### src/rtl/mem_arbiter.sv
// Memory-port arbiter that shares one memory port between the fetch requester and the data requester.
// Data wins ties. A streak counter forces a fetch grant after MAX_D_STREAK data grants.
module mem_arbiter #(
  parameter int MAX_D_STREAK = 4
) (
  input  logic        clk,
  input  logic        rst_n,
  input  logic        i_read,
  input  logic [15:0] i_address,
  output logic [15:0] i_rdata,
  output logic        i_resp,
  input  logic        d_read,
  input  logic        d_write,
  input  logic [15:0] d_address,
  input  logic [15:0] d_wdata,
  input  logic [1:0]  d_wmask,
  output logic [15:0] d_rdata,
  output logic        d_resp,
  output logic        mem_read,
  output logic        mem_write,
  output logic [15:0] mem_address,
  output logic [15:0] mem_wdata,
  output logic [1:0]  mem_wmask,
  input  logic [15:0] mem_rdata,
  input  logic        mem_resp,
  output logic        busy
);
  typedef enum logic [1:0] {IDLE, SERVE_I, SERVE_D} state_t;
  localparam logic [3:0] STREAK_LIM = 4'(MAX_D_STREAK);

  state_t     state;
  logic [3:0] d_streak;
  logic       d_pend, d_win;

  assign d_pend = d_read | d_write;
  assign d_win  = d_pend & (~i_read | (d_streak < STREAK_LIM));

  always_ff @(posedge clk or negedge rst_n) begin
    if (!rst_n) begin
      state       <= IDLE;
      d_streak    <= '0;
      mem_read    <= 1'b0;
      mem_write   <= 1'b0;
      mem_address <= '0;
      mem_wdata   <= '0;
      mem_wmask   <= '0;
    end else begin
      case (state)
        IDLE: begin
          if (d_win) begin
            state       <= SERVE_D;
            mem_address <= d_address;
            mem_wdata   <= d_wdata;
            mem_wmask   <= d_wmask;
            // read+write together is illegal; resolve it as a write
            mem_read    <= d_read & ~d_write;
            mem_write   <= d_write;
            if (!i_read)
              d_streak <= '0;
            else if (d_streak != 4'hF)
              d_streak <= d_streak + 4'd1;
          end else if (i_read) begin
            state       <= SERVE_I;
            mem_address <= i_address;
            mem_wdata   <= '0;
            mem_wmask   <= '0;
            mem_read    <= 1'b1;
            mem_write   <= 1'b0;
            d_streak    <= '0;
          end
        end
        default: begin
          if (mem_resp) begin
            state     <= IDLE;
            mem_read  <= 1'b0;
            mem_write <= 1'b0;
          end
        end
      endcase
    end
  end

  assign i_resp  = mem_resp & (state == SERVE_I);
  assign d_resp  = mem_resp & (state == SERVE_D);
  assign i_rdata = i_resp ? mem_rdata : '0;
  assign d_rdata = d_resp ? mem_rdata : '0;
  assign busy    = (state != IDLE);
endmodule

### config.mk
export PLATFORM = sky130hd
export DESIGN_NAME = mem_arbiter
export DESIGN_NICKNAME = d
export VERILOG_FILES = /design/src/rtl/mem_arbiter.sv
export SDC_FILE = /design/constraint.sdc
export NUM_CORES = 1
export LEC_CHECK = 0
export CAP_MARGIN = 0
export CORE_ASPECT_RATIO = 0.5
export CORE_MARGIN = 2
export CORE_UTILIZATION = 32
export DETAILED_ROUTE_END_ITERATION = 8
export PLACE_DENSITY = 0.78
export SYNTH_ARGS = -nofsm -noshare
export SYNTH_HDL_FRONTEND = slang
export SYNTH_SLANG_ARGS = --single-unit
### constraint.sdc
create_clock -name clk -period 1.5 [get_ports clk]
set_clock_uncertainty 0.15 [all_clocks]
set_input_delay 0.3 -clock clk [delete_from_list [all_inputs] [get_ports clk]]
set_output_delay 0.3 -clock clk [all_outputs]
set_load 0.1 [all_outputs]
-- Word level (Yosys, flattened, before mapping)
Index checks and enable logic that the tools add are counted.
- flip-flop bits (word level): 42
- latch bits: 0
- memory bits (writable): 0
- memory bits (read-only): 0
- output and inout bits: 71
- logic and storage cells: 52
- memories: 0
- add/sub/neg operators: 1
- multipliers: 0
- divide/modulo/power cells: 0
- $lt $le $gt $ge: 1
- eq/ne operators: 5
- shift-type cells: 0
- muxes and demuxes: 23
- bitwise gates (word level): 8
- reductions and logical operators: 7
- operator list (kind ; number):
    16-bit 2-to-1 mux ; 6
    4-bit 2-to-1 mux ; 4
    2-bit 2-to-1 mux ; 6
    1-bit 2-to-1 mux ; 7
    2-bit nonzero test ; 3
    4-bit by 1-bit adder with 4-bit output (second input constant) ; 1
    1-bit AND ; 4
    4-bit by 3-bit less-than comparator with 1-bit output (second input constant) ; 1
    4-bit != test (second input constant) ; 1
    2-bit AND reduction ; 2
    3-bit by 2-bit != test with 1-bit output (second input constant) ; 1
    3-bit != test (second input constant) ; 1
    3-bit AND reduction ; 1
    2-bit by 1-bit equality test with 1-bit output (second input constant) ; 1
    2-bit equality test (second input constant) ; 1
    2-bit zero test ; 1
    1-bit inverter ; 2
    1-bit OR ; 2

-- Logic depth before layout (Yosys ltp)
Gate-level depths: netlist (run 1).
- word-level depth: 5
- mapped depth: 6

-- Worst setup path after synthesis (run 1)
OpenSTA, ideal clock, no wires.
- kind: register to output
- from: register state[0]
- to: output d_rdata[10]
- arrival time: 2.700 ns
- setup slack: -1.650 ns
- cell stages (with the launch flop): 4
- path buffers: 1
- path through: dfrtp_1 nor3b_1 clkbuf_1 and2_1
- word-level cells in the longest chain between the ends: 3
- ends and longest elaborated chain (what ; RTL line ; RTL):
    start: declaration ; 31 ; state_t state;
    start signal: assignment ; 40 ; state <= IDLE;
    start signal: assignment ; 51 ; state <= SERVE_D;
    start signal: assignment ; 63 ; state <= SERVE_I;
    2-bit equality test ; 84 ; assign d_resp = mem_resp & (state == SERVE_D);
    1-bit AND ; 84 ;
    named net d_resp ; 18 ; output logic d_resp,
    16-bit 2-to-1 mux ; 86 ; assign d_rdata = d_resp ? mem_rdata : '0;
    end: declaration ; 17 ; output logic [15:0] d_rdata,
The timed path passes the listed nets, and every way through them passes these cells.

-- Final worst setup path (run 1)
- from: register state[0]
- to: output busy
- word-level cells in the longest chain between the ends: 1
- ends and longest elaborated chain (what ; RTL line ; RTL):
    2-bit nonzero test ; 87 ; assign busy = (state != IDLE);
    end: declaration ; 26 ; output logic busy
No other way between the ends.

==> metrics.txt, run 1 <==
Clock Path Buffers=2; Worst-path clk slew=0.06 ns; total CTS buffers=5; initial DRC count=roughly 240; Hold Fails Final Rpt=0; worst-path fanout max=3; fmax=484 MHz; CP Data Arrival Time=1.62 ns; CP max stage delay=0.44 ns; worst skew pair latency=0.29 ns; reg-to-reg endpoint=d_streak[0]; Rel. slew slack=71.2%; R2R cell count=9; post-place setup slack=-0.606 ns; Tot Pwr=13.8 mW; Overflow after GRT=0; final antenna diode count=0; post-route insts no fill=between 400 and 500; r2r startpoint=state[0]; top cell type's share of synthesized area=about half; RePlAce Congestion=0.766; Final Max Slew Viols=0; Avg Inst Size Synth=10.2 µm²; RSZ-0062 raised after global routing=yes; core footprint=6160 µm²; setup total negative slack=-31.00 ns; largest net degree at the start of global routing=43; initial antenna violation count=0; die area=about 7000 µm²; critical path's most frequent cell=buf_6; final hold slack=~0.37 ns; measured slew at the worst slew-check pin=0.427 ns; type of destination of the critical path=primary output; ys flop type=dfrtp_1; Worst VDD drop=1.34 mV; Post-synth EDFFs=0; reported leakage power=2.19 nW; Synth area leaders=dfrtp_1 (51%), and2_1 (10%), a22o_1 (8.1%); 1st-pass router iterations=4; CTS tree=built; CTS H-Tree Depth=2; Rows=20; nets@finish=between 400 and 500; share of cells above drive strength 1=46.9%; DRC=0; slowest cell on the critical path=dfrtp_2; asr flop ratio synth=100%; most frequent cell after synthesis=dfrtp_1; failing checks=negative setup slack; placed cells=436; global-route wire length before repair=14,700 µm; input/output buffers=roughly 140; post-route ant nets=0; total number of vias=2,607; vias in the first global route=2,579; max-cap violation count=0; root buf cell=clkbuf_16; top cells by count, synth=dfrtp_1 (42), and2_1 (34), a22o_1 (19), o21ai_0 (18); CP required=1.05 ns; Area Overhead vs Synth=148%; Seq/Total Area, Yosys=50.9%; DR WL/cell=~23 µm; CTS Sinks=42; cells along the critical path=buf_4 -> buf_6 -> nor2_4 -> clkinvlp_4 -> buf_6 -> buf_12; Die H=60.8 µm; critical setup path kind=reg2out; CP Launch Type=flop; Final HPWL DP=6080 µm; Synth area leader=dfrtp_1; post-route minimum period=2.07 ns; min-delay worst type=in2async; setup slack after layout=-0.565 ns; R2R Setup Slk=-0.53 ns; Syn. warnings=0; Fillers=between 300 and 400; status=finished, violations left; Period Utilization, post-route=138%; Power Dens Cells=2680 nW/µm²; Avg Vias per Cell=roughly 5.5; Synth Net Count=275; initial core utilization=33.6%; final setup fails=between 70 and 80; wirelength, routed=10,700 µm; IO Pins=143; Yosys reg bits=42; Die X=about 120 µm; overall track demand over capacity in global routing=27.3%; Post-Synthesis Cells=202; post-synth cell types=27; Syn Std Cell Area=~2100 µm²
-- layer usage --
metal	GRT usage (%)	up-vias	wire length (µm)
met5	0	-	0
met3	6.11	37	916
met2	51.8	184	5430
met1	31.8	1286	3910
met4	9.64	0	404
li1	-	1100	-
-- per-stage QoR --
stage	instance area, µm²	utilization (%)
global placement	4510	73.3
detailed placement	4510	73.3
finish	5120	83.3
CTS	4970	80.7
global route	5120	83.3
floorplan	2220	-
-- worst max-delay path by stage --
| stage | from | endpoint | slack, ns | cells after the start |
|---|---|---|---|---|
| 5_1_grt | state[0] | busy | -0.57 | 6 |
| 3_3_place_gp | mem_resp | d_rdata[12] | -0.57 | 6 |
| 4_1_cts | state[0] | d_rdata[1] | -0.46 | 4 |
| 2_1_floorplan | state[0] | i_rdata[10] | -0.34 | 4 |
| 6_report | state[0] | busy | -0.57 | 6 |
| 3_5_place_dp | i_read | d_streak[1] | -0.61 | 4 |
-- layout make-up --
| cell class | instances | area [µm²] | area share, % |
|---|---|---|---|
| timing repair buffer | 186 | 2610 | 51.0 |
| clock buffer | 6 | 139 | 2.71 |
| clock inverter | 1 | 30.0 | 0.586 |
| multi-input combinational | 145 | 1170 | 22.8 |
| tap | 88 | 110 | 2.15 |
| inverter | 2 | 11.3 | 0.220 |
| sequential | 42 | 1050 | 20.6 |
-- state kept, by name, indices dropped and copies added (netlist names) --
register / cells
state: 2
mem_wmask: 2
mem_address: 16
mem_write: 1
mem_read: 1
mem_wdata: 16
d_streak: 4
-- power by group --
group	internal [mW]	leakage, nW	switching, mW	total, mW
Combinational	3.98	1.61	6.18	10.2
Clock	0.822	0.0829	0.446	1.27
Sequential	1.66	0.505	0.661	2.32
-- cell usage in the layout (no fill, tap or decap), types with 3 or more instances in the layout --
cell type	netlist	routed
buf_6	2	17
a31oi_1	16	12
clkbuf_16	0	6
buf_12	0	75
nand3b_1	16	16
and2_2	0	3
clkdlybuf4s50_1	0	66
dfrtp_1	42	40
a22o_1	19	19
o21ai_0	18	16
dlygate4sd2_1	0	4
a21oi_2	0	3
and2_4	1	33
a21oi_1	16	13
buf_4	0	19
-- cells by family (layout without fill, tap and decap cells) --
kind of cell	after synthesis	count (layout)	synth area share [%]
AOI/OAI and AO/OA	76	76	24.0
adders and majority gates	1	1	0.606
buffers and inverters	19	195	5.03
DFF	42	42	50.9
and+or+nand+nor	64	68	19.5
-- worst max-delay path: cells and delay by family, from the launching register on --
family / cells / cell delay, ns
buf+inv: 5 / 0.74
flops: 1 / 0.44
simple gates: 1 / 0.13
-- what timing repair did --
action,4_1_cts,5_1_grt
pin swaps,10,4
endpoints found under the setup margin,77,77
resized for setup,36,22
endpoints found under the hold margin,42,0
cloned,7,1
hold buffers,1,0
setup buffers,11,9
Power figures use the tool's default switching activity.
==> run 2, diff against run 1 <==
- CORE_MARGIN: 2 -> unset
- CTS_CLUSTER_SIZE: unset -> 25
- PLACE_DENSITY: 0.78 -> 0.77
==> run 2 against run 1 <==
Effect of this change: the flow still finishes with violations (negative setup slack); critical endpoint is now d_rdata[3]; clock-buffer cell count is the same; largest cell class unchanged; cell count grew 0.85%; largest power group unchanged; critical path depth shrank 1; maximum frequency grew 1.2%; register-to-register slack gained 0.02 ns; clock power shrank 13%.
==> metrics.txt, run 2 (synthesized netlist as in run 1, its figures left out) <==
Final HPWL DP=6020 µm; CP Buf/Inv Count=3; total number of vias=2,654; DRC=0; Die H=58.8 µm; Sw Pwr=about 7.4 mW; most frequent cells in the layout=buf_12 (80), clkdlybuf4s50_1 (67), dfrtp_1 (40), and2_4 (33), buf_4 (20); biggest regs=mem_address x16, mem_wdata x16, d_streak x4; CP required=~1.1 ns; nets@finish=458; Power Dens Cells=2660 nW/µm²; Worst VDD drop=1.26 mV; post-route minimum period=2.04 ns; CTS H-Tree Depth=2; reported leakage power=2.23 nW; type of destination of the critical path=primary output; Hold Fails Final Rpt=0; Area Overhead vs Synth=153%; leading cell type in the layout, fill and taps excluded=buf_12; largest net degree at the start of global routing=between 40 and 50; Pint=6.49 mW; Rows=20; min-delay worst type=reg2reg; share of cells above drive strength 1=47.9%; input/output buffers=142; vias in the first global route=between 2,000 and 3,000; total CTS buffers=5; Clk pwr share=7.9%; CP Launch Type=flop; Avg Vias per Cell=5.60; measured slew at the worst slew-check pin=0.413 ns; 1st-pass router iterations=4; CTS tree=built; crit-path leading delay family=buffers and inverters; wirelength, routed=approximately 12,000 µm; switch share=a little over half; placed cells=about 440; Clock Path Buffers=2; initial antenna violation count=0; slowest cell on the critical path=dfrtp_2; Period Utilization, post-route=136%; cells along the critical path=nor3b_4 -> buf_6 -> buf_12 -> and2_4 -> buf_12; Overflow after GRT=0; fmax=roughly 500 MHz; final setup fails=77; Flop pwr share=16.8%; Logic pwr share=75.3%; setup slack after layout=-0.541 ns; Worst-path clk slew=roughly 0.07 ns; post-route insts no fill=474; final antenna diode count=0; global-route wire length before repair=14,500 µm; max-cap violation count=0; post-route ant nets=0; CP Data Arrival Time=approximately 1.6 ns; RSZ-0062 raised after global routing=yes; IO Pins=143; root buf cell=clkbuf_16; die area=just under 7000 µm²; critical path's most frequent cell=buf_12; core footprint=6160 µm²; Die X=about 120 µm; critical setup path kind=reg2out; worst-path fanout max=9; DR WL/cell=24.3 µm; post-place setup slack=-0.601 ns; Rel. slew slack=72.2%; initial core utilization=33.6%; initial DRC count=about 190; Final Max Slew Viols=0; CTS Sinks=42; CP max stage delay=~0.45 ns; RePlAce Congestion=0.758; overall track demand over capacity in global routing=28.9%; worst skew pair latency=0.29 ns; status=finished, violations left; failing checks=negative setup slack
[run 2: cell count changes in the layout (fill, tap and decap cells not counted), sizes merged]
cell           before  now
buf               114  121
and2               38   35
clkinv              0    2
bufinv              1    0
clkdlybuf4s50      66   67
dlygate4sd2         4    3
nor3                3    2
[run 2: path summary, 6_finish.rpt]
path                             start     endpoint  slack [ns]  cells past startpoint
setup / recovery              state[0]   d_rdata[3]       -0.54                      5
hold / removal             d_streak[1]  d_streak[1]        0.37                      1
setup reg to reg              state[0]     mem_read       -0.51                     10
hold reg to reg            d_streak[1]  d_streak[1]        0.37                      1
max in group asynchronous        rst_n     state[1]        0.52                      3
min in group asynchronous        rst_n     mem_read        0.46                      3
[run 2: layer usage]
layer	global-route usage, %	part of all wire [%]	up-vias
li1	-	-	1109
met1	32.9	37	1323
met2	55.4	52	173
met3	4.22	6.9	49
met4	11.7	4.3	0
met5	0	0	-
[run 2: cell type report]
cell class                 count  area (µm²)
multi-input combinational    141        1140
clock inverter                 2        13.8
sequential                    42        1050
inverter                       2        11.3
clock buffer                   6         129
tap                           88         110
timing repair buffer         193        2760
fill                         284         931
[run 2: what timing repair did]
action                                  4_1_cts  5_1_grt
gates resized for setup                      26       28
cloned                                        3        3
buffers inserted                             11       10
endpoints found under the setup margin       77       77
pin swaps                                     6        7
hold endpoints to repair                     42        0
hold buffers                                  1        0
[run 2: metrics by stage]
stage	area [µm²]	util, %	total power [mW]	hold WS [ns]	setup TNS (ns)
2_1_floorplan	2220	-	7.60	-0.146	-15.61
3_3_place_gp	4580	74.5	11.1	0.133	-30.10
3_5_place_dp	4580	74.5	11.2	0.157	-34.45
4_1_cts	4970	80.7	12.9	0.377	-22.08
5_1_grt	5230	84.9	14.2	0.397	-36.26
6_report	5230	84.9	13.9	0.373	-33.62
[run 2: power groups by stage]
stage | clock network [mW] | logic, mW | registers (mW)
after detailed placement | 0 | 8.99 | 2.26
after CTS | 1.06 | 9.64 | 2.24
after global routing | 1.16 | 10.6 | 2.38
final | 1.10 | 10.5 | 2.34
after floorplan | 0 | 2.27 | 5.34
after global placement | 0 | 8.86 | 2.23
